===== config.mk =====
export PLATFORM = sky130hd
export DESIGN_NAME = dcpu16_marb_flat
export DESIGN_NICKNAME = d
export VERILOG_FILES = /design/src/rtl/dcpu16_marb_if.sv /design/src/rtl/dcpu16_marb.sv /design/src/flat_wrapper.sv
export SDC_FILE = /design/constraint.sdc
export NUM_CORES = 1
export LEC_CHECK = 0
export ABC_AREA = 1
export CORE_MARGIN = 2
export CORE_UTILIZATION = 39
export DETAILED_ROUTE_END_ITERATION = 8
export PLACE_DENSITY = 0.87
export SLEW_MARGIN = 20
export SYNTH_ARGS = -nofsm -noshare
export SYNTH_HDL_FRONTEND = slang
export SYNTH_SLANG_ARGS = --single-unit

===== constraint.sdc =====
create_clock -name clk -period 2.2 [get_ports clk]
set_input_delay 0.22 -clock clk [delete_from_list [all_inputs] [get_ports clk]]
set_output_delay 0.22 -clock clk [all_outputs]
set_load 0.005 [all_outputs]

===== src/rtl/dcpu16_marb_if.sv =====
// Bus bundle for the two-requester memory arbiter: F and G request buses,
// the shared memory port, and the grant indicator.
interface dcpu16_marb_if;
  logic [15:0] f_adr, f_dto, f_dti;
  logic        f_stb, f_wre, f_ack;
  logic [15:0] g_adr, g_dto, g_dti;
  logic        g_stb, g_wre, g_ack;
  logic [15:0] m_adr, m_dto, m_dti;
  logic        m_stb, m_wre, m_ack;
  logic [1:0]  gnt;

  // Arbiter side
  modport slave (
    input  f_adr, f_dto, f_stb, f_wre,
    output f_dti, f_ack,
    input  g_adr, g_dto, g_stb, g_wre,
    output g_dti, g_ack,
    output m_adr, m_dto, m_stb, m_wre,
    input  m_dti, m_ack,
    output gnt
  );

  // Requester / memory environment side
  modport master (
    output f_adr, f_dto, f_stb, f_wre,
    input  f_dti, f_ack,
    output g_adr, g_dto, g_stb, g_wre,
    input  g_dti, g_ack,
    input  m_adr, m_dto, m_stb, m_wre,
    output m_dti, m_ack,
    input  gnt
  );
endinterface


===== src/rtl/dcpu16_marb.sv =====
// Non-preemptive two-bus (F/G) arbiter in front of one shared memory port.
// Define DCPU16_MARB_RR_EN for round-robin tie-breaking; default is F-priority.
module dcpu16_marb (
  input logic           clk,
  input logic           rst,
  dcpu16_marb_if.slave  bus
);

  typedef enum logic [1:0] {
    IDLE   = 2'd0,
    BUSY_F = 2'd1,
    BUSY_G = 2'd2
  } state_t;

  localparam logic [1:0] GNT_NONE = 2'b00;
  localparam logic [1:0] GNT_F    = 2'b01;
  localparam logic [1:0] GNT_G    = 2'b10;

  state_t      state;
  logic [15:0] m_adr_q, m_dto_q;
  logic        m_stb_q, m_wre_q;
  logic [1:0]  gnt_q;
  logic        pick_f;
  logic        any_req;

  assign any_req = bus.f_stb | bus.g_stb;

`ifdef DCPU16_MARB_RR_EN
  logic last_g;

  // On a tie the bus that was not granted last wins.
  assign pick_f = bus.f_stb & (~bus.g_stb | last_g);

  always_ff @(posedge clk) begin
    if (rst) begin
      last_g <= 1'b1;
    end else if (state == IDLE && any_req) begin
      last_g <= ~pick_f;
    end
  end
`else
  assign pick_f = bus.f_stb;
`endif

  // NOTE: sequential state uses non-blocking assignments so every flop
  // samples pre-edge values, independent of statement order.
  always_ff @(posedge clk) begin
    if (rst) begin
      state   <= IDLE;
      m_adr_q <= '0;
      m_dto_q <= '0;
      m_wre_q <= 1'b0;
      m_stb_q <= 1'b0;
      gnt_q   <= GNT_NONE;
    end else begin
      case (state)
        IDLE: begin
          if (any_req) begin
            m_stb_q <= 1'b1;
            if (pick_f) begin
              state   <= BUSY_F;
              gnt_q   <= GNT_F;
              m_adr_q <= bus.f_adr;
              m_dto_q <= bus.f_dto;
              m_wre_q <= bus.f_wre;
            end else begin
              state   <= BUSY_G;
              gnt_q   <= GNT_G;
              m_adr_q <= bus.g_adr;
              m_dto_q <= bus.g_dto;
              m_wre_q <= bus.g_wre;
            end
          end
        end
        BUSY_F, BUSY_G: begin
          // Request fields stay frozen; only the memory ack ends the transfer.
          if (bus.m_ack) begin
            state   <= IDLE;
            m_stb_q <= 1'b0;
            gnt_q   <= GNT_NONE;
          end
        end
        default: begin
          state   <= IDLE;
          m_stb_q <= 1'b0;
          gnt_q   <= GNT_NONE;
        end
      endcase
    end
  end

  assign bus.m_adr = m_adr_q;
  assign bus.m_dto = m_dto_q;
  assign bus.m_wre = m_wre_q;
  assign bus.m_stb = m_stb_q;
  assign bus.gnt   = gnt_q;

  // An owner that dropped stb gets no ack and no data.
  assign bus.f_ack = ~rst & (state == BUSY_F) & bus.m_ack & bus.f_stb;
  assign bus.g_ack = ~rst & (state == BUSY_G) & bus.m_ack & bus.g_stb;
  assign bus.f_dti = bus.f_ack ? bus.m_dti : 16'h0000;
  assign bus.g_dti = bus.g_ack ? bus.m_dti : 16'h0000;

endmodule


===== src/flat_wrapper.sv =====
// flat-port wrapper written by rule: the top's interface ports become plain ports
module dcpu16_marb_flat 
  (clk, rst, bus_f_adr, bus_f_dto, bus_f_stb, bus_f_wre, bus_f_dti, bus_f_ack, bus_g_adr, bus_g_dto, bus_g_stb, bus_g_wre, bus_g_dti, bus_g_ack, bus_m_adr, bus_m_dto, bus_m_stb, bus_m_wre, bus_m_dti, bus_m_ack, bus_gnt);
  dcpu16_marb_if bus_i ();
  input logic clk;
  input logic rst;
  input wire logic [$bits(bus_i.f_adr)-1:0] bus_f_adr;
  input wire logic [$bits(bus_i.f_dto)-1:0] bus_f_dto;
  input wire logic [$bits(bus_i.f_stb)-1:0] bus_f_stb;
  input wire logic [$bits(bus_i.f_wre)-1:0] bus_f_wre;
  output wire logic [$bits(bus_i.f_dti)-1:0] bus_f_dti;
  output wire logic [$bits(bus_i.f_ack)-1:0] bus_f_ack;
  input wire logic [$bits(bus_i.g_adr)-1:0] bus_g_adr;
  input wire logic [$bits(bus_i.g_dto)-1:0] bus_g_dto;
  input wire logic [$bits(bus_i.g_stb)-1:0] bus_g_stb;
  input wire logic [$bits(bus_i.g_wre)-1:0] bus_g_wre;
  output wire logic [$bits(bus_i.g_dti)-1:0] bus_g_dti;
  output wire logic [$bits(bus_i.g_ack)-1:0] bus_g_ack;
  output wire logic [$bits(bus_i.m_adr)-1:0] bus_m_adr;
  output wire logic [$bits(bus_i.m_dto)-1:0] bus_m_dto;
  output wire logic [$bits(bus_i.m_stb)-1:0] bus_m_stb;
  output wire logic [$bits(bus_i.m_wre)-1:0] bus_m_wre;
  input wire logic [$bits(bus_i.m_dti)-1:0] bus_m_dti;
  input wire logic [$bits(bus_i.m_ack)-1:0] bus_m_ack;
  output wire logic [$bits(bus_i.gnt)-1:0] bus_gnt;
  assign bus_i.f_adr = bus_f_adr;
  assign bus_i.f_dto = bus_f_dto;
  assign bus_i.f_stb = bus_f_stb;
  assign bus_i.f_wre = bus_f_wre;
  assign bus_f_dti = bus_i.f_dti;
  assign bus_f_ack = bus_i.f_ack;
  assign bus_i.g_adr = bus_g_adr;
  assign bus_i.g_dto = bus_g_dto;
  assign bus_i.g_stb = bus_g_stb;
  assign bus_i.g_wre = bus_g_wre;
  assign bus_g_dti = bus_i.g_dti;
  assign bus_g_ack = bus_i.g_ack;
  assign bus_m_adr = bus_i.m_adr;
  assign bus_m_dto = bus_i.m_dto;
  assign bus_m_stb = bus_i.m_stb;
  assign bus_m_wre = bus_i.m_wre;
  assign bus_i.m_dti = bus_m_dti;
  assign bus_i.m_ack = bus_m_ack;
  assign bus_gnt = bus_i.gnt;
  dcpu16_marb u_core (.clk(clk), .rst(rst), .bus(bus_i));
endmodule

---- Yosys cells after proc, flatten, opt, wreduce, memory -nomap -nowiden ----
Index checks and enable logic that the tools add are counted.
storage, ports and cells
  register bits ........................... 36
  input bits .............................. 87
  output and inout bits ................... 70
  word-level logic and storage cells ...... 33
cells by class
  equal/unequal tests ..................... 4
  mux-type cells .......................... 12
  bitwise logic cells ..................... 8
  reduce and logical (&&, ||, !) cells .... 4
operators with widths
  cell                count
  $mux 16             4
  $and 1x1->1         6
  $mux 2              3
  $pmux 2 s2          1
  $reduce_and 2->1    2
  $mux 1              3
  $eq 2x1->1 const B  1
  $eq 2x2->1 const B  1
  $logic_not 2->1     1
  $ne 2x1->1 const B  1
  $ne 2x2->1 const B  1
  $pmux 1 s2          1
  $reduce_or 2->1     1
  $not 1->1           1
  $or 1x1->1          1

---- Depth between registers and ports, before layout ----
  word-level depth ........................ 5
  mapped depth ............................ 7
  mapped depth without buffers ............ 6

---- Least setup slack after synthesis ----
OpenSTA, ideal clock, no wires.
  path kind ............................... flip-flop to flip-flop
  start point ............................. reg, netlist name u_core.bus.gnt[0]
  end point ............................... reg u_core.m_adr_q[0] (netlist: u_core.bus.m_adr[0])
  library setup time ...................... 0.116 ns
  data arrival time ....................... 1.234 ns
  required time ........................... 2.084 ns
  slack ................................... 0.850 ns
  cell stages (with the launch flop) ...... 7
  path buffers ............................ 2
  clock period less this slack ............ 1.350 ns
  path through ............................ dfxtp_1 inv_1 ha_1 buf_6 clkbuf_4 a21oi_1 nor2_2
RTL lines
  item                  line               text
  end signal, assigned  dcpu16_marb.sv:63  m_adr_q <= bus.f_adr;
  end signal, assigned  dcpu16_marb.sv:69  m_adr_q <= bus.g_adr;
  end, declared         dcpu16_marb.sv:20  logic [15:0] m_adr_q, m_dto_q;

==> summary.md <==
| Metric | Value |
|---|---|
| Run status | finished clean |
| Library cell occupying the most area in the post-synthesis netlist | sky130_fd_sc_hd__dfxtp_1 |
| Dominant synthesized flop cell | sky130_fd_sc_hd__dfxtp_1 |
| Syn nets | 421 |
| Maximum capacitance violations | 0 |
| Gate count of the mapped netlist | 331 |
| Die boundary height | 80.8 µm |
| Biggest area contributors in the synthesized netlist | sky130_fd_sc_hd__dfxtp_1, sky130_fd_sc_hd__nand2_1, sky130_fd_sc_hd__o21ai_2 |
| Number of buffer cells added on primary ports | 156 |
| Total routing resource utilization after global routing | 22.5% |
| Number of nets in the layout | 570 |
| Compound-Gate Fraction of Synth Area | 19.9% |
| Latest clock arrival within the worst-skew pair | 280 ps |
| Final setup violation count | 0 |
| Final setup skew | 3.44 ps |
| Global route total overflow | 0 |
| Placed Instance Area | 0.00381 mm² |
| Layout filler cell count | 473 |
| Launching element of the worst setup path | u_core.bus.gnt[1] |
| Post-CTS resize count | 0 |
| Worst path required time | 1980 ps |
| Overall via count from detail_route | 2597 |
| Antenna violations before repair | 0 |
| Post-synth top area share | 31.3% |
| Sort of element at the start of the critical path | register |
| # H-tree levels | 2 |
| Seq/Total Area, Yosys | 31.3% |
| Syn Std Cell Area | 0.00230 mm² |
| Count of antenna-violating nets left after detailed routing | 0 |
| Non-filler instance count after layout | 553 |
| Average wire per cell in the routed design | 13.1 µm |
| Unrepaired setup endpoints after global routing | false |
| Largest stage delay on the critical path | 540 ps |
| Worst min path class | register to register |
| Clock buffer count from CTS | 5 |
| Setup Fix Bufs, Post-CTS | 0 |
| Dominant combinational cell family by area after synthesis | simple AND/OR/NAND/NOR gates |
| Adder and majority gate portion of the synthesized area | 1.63% |
| Share of the clock period used by the worst path | 93.9% |
| Endpoints failing hold | 0 |
| Clock Tree Root | sky130_fd_sc_hd__clkbuf_8 |
| Post-synthesis xor/xnor area fraction | 0% |
| Final critical-path required period | 2060 ps |
| Fraction of layout cells with a size suffix above 1 | 16.8% |
| Area of the core | 0.00561 mm² |
| Series of cell instances along the critical path | inv_1 > ha_1 > nand4_2 > buf_4 > nor2_1 > clkdlybuf4s50_1 |
| Number of enable-type register cells in the synthesized netlist | 0 |
| Antenna diode count | 0 |
| Synthesized-area fraction occupied by and/or/nand/nor cells | 34.1% |
| Pwr Density | 507 mW/mm² |
| Post-synthesis cell type count | 21 |
| First-pass iteration count of the detailed router | 5 |
| Sort of element at the end of the critical path | output port |
| Type of the setup path with the least slack | register to output port |
| Number of DRC violations after detailed routing | 0 |
| Global-route wire length before repair | 11.4 mm |
| Synth warn | 0 |
| Initial Util | 41.0% |
| Share of cell area taken by muxes after synthesis | 0% |
| Number of sinks on the clock net | 36 |
| Worst path bufs/invs | 3 |
| Most frequent cells after synthesis | sky130_fd_sc_hd__nand2_1, sky130_fd_sc_hd__a21oi_1, sky130_fd_sc_hd__dfxtp_1 |
| Arrival time at the worst endpoint | 1840 ps |
| FF+latch count, synth | 36 |
| Worst-margin pin slew | 594 ps |
| Worst hold start | u_core.bus.m_stb |
| Routed Wire Length | 7.22 mm |
| Die extent in x | 80.8 µm |
| Launching point of the worst reg2reg path | u_core.bus.gnt[0] |
| Count leader, synth | sky130_fd_sc_hd__nand2_1 |
| Pin count of the biggest net entering global routing | 37 |
| Clock-pin transition on the worst setup and hold timing paths | 70 ps |
| Global placer's final weighted congestion | 0.755 |
| Buffer depth of the longest clock path | 2 |
| Area growth syn-to-layout | 69.4% |
| Leakage component of the power | 1.71 nW |
| Final Util | 69.5% |
| HPWL reported at the end of detailed placement | 5.60 mm |
| Top-level port count | 157 |
| CP max FO | 17 |
| Vias in the first global route | 2554 |
| Finished Cell Area | 0.00390 mm² |
| Placed Cells incl. Taps | 545 |
| Family with the most delay on the worst path | buffers and inverters |
| Async set or reset register ratio after synthesis | 0% |
| Syn Area/Cell | 6.95 µm² |
| Worst rel slew slack | 60.4% |
| Vias per cell | 4.70 |
| Number of DRC markers after the initial detailed-route iteration | 67 |
| Highest clock rate | 0.484 GHz |
| Die area | 0.00653 mm² |
| Max rail drop VDD | 0.000350 V |
| Number of core rows | 27 |
| Sum Neg Setup Slack | 0 ps |
| Final Max Tran Viols | 0 |
| Critical path's slowest cell | sky130_fd_sc_hd__clkdlybuf4s50_1 |
| Hold buffers post-CTS | 0 |
| Clock tree from TritonCTS | done |
-- layout make-up --
| cell class | count | area [µm²] | share of cell area (%) |
|---|---|---|---|
| clock buffer | 8 | 90.1 | 2.31 |
| inverter | 24 | 95.1 | 2.44 |
| multi-input combinational | 249 | 1280 | 32.9 |
| sequential | 36 | 721 | 18.5 |
| tap | 72 | 90.1 | 2.31 |
| timing repair buffer | 164 | 1620 | 41.6 |
-- per-layer routing --
layer	global-route usage, %	wire [µm]
met2	45.0	3860
met3	4.78	585
met4	7.12	102
met1	22.7	2670
met5	0	0
-- final timing paths --
kind	to	slack [ps]	depth (start not counted)
setup / recovery	bus_f_dti[11]	140	6
hold / removal	u_core.bus.m_stb	460	2
setup reg to reg	u_core.bus.m_adr[8]	670	5
hold reg to reg	u_core.bus.m_stb	460	2
-- report_power, final --
| group | switching, mW | internal [mW] |
|---|---|---|
| clock | 0.214 | 0.255 |
| combinational | 0.332 | 0.400 |
| sequential | 0.0432 | 0.732 |
| total | 0.589 | 1.39 |
-- cells in the final DEF (no fill, tap or decap), types with 6 or more instances in the layout --
master / netlist / final
sky130_fd_sc_hd__inv_1: 21 / 21
sky130_fd_sc_hd__dfxtp_1: 36 / 36
sky130_fd_sc_hd__clkbuf_8: 0 / 6
sky130_fd_sc_hd__o21ai_2: 30 / 30
sky130_fd_sc_hd__nor2_1: 35 / 35
sky130_fd_sc_hd__buf_4: 5 / 8
sky130_fd_sc_hd__clkdlybuf4s50_1: 0 / 156
sky130_fd_sc_hd__nor2_2: 30 / 30
sky130_fd_sc_hd__a21oi_1: 36 / 36
sky130_fd_sc_hd__nand2_1: 105 / 105
-- tightest hold or removal path, cell delays in order, from the launching register on --
cell and delay (ps):
sky130_fd_sc_hd__dfxtp_1 310, sky130_fd_sc_hd__nand2_1 60, sky130_fd_sc_hd__a21oi_1 50
-- flip-flops by register name, summed over array words and instances (netlist names) --
name and flops:
u_core.bus.m_adr 16, u_core.bus.m_wre 1, u_core.bus.gnt 2, u_core.bus.m_dto 16
u_core.bus.m_stb 1
-- cells by family after synthesis --
| family | Yosys count |
|---|---|
| AND/OR/NAND/NOR | 177 |
| AO/OA/AOI/OAI | 69 |
| buffers and inverters | 46 |
| flip-flops | 36 |
| adder cells (fa/ha/maj) | 3 |
-- metrics by stage --
| step | setup slack [ps] | power, mW | hold slack [ps] |
|---|---|---|---|
| after floorplan | 850 | 1.18 | 289 |
| after global placement | 125 | 1.51 | 451 |
| after detailed placement | 52.8 | 1.52 | 453 |
| after CTS | 104 | 2.00 | 464 |
| after global routing | 27.2 | 2.10 | 497 |
| final | 135 | 1.98 | 460 |
Power figures use the tool's default switching activity.
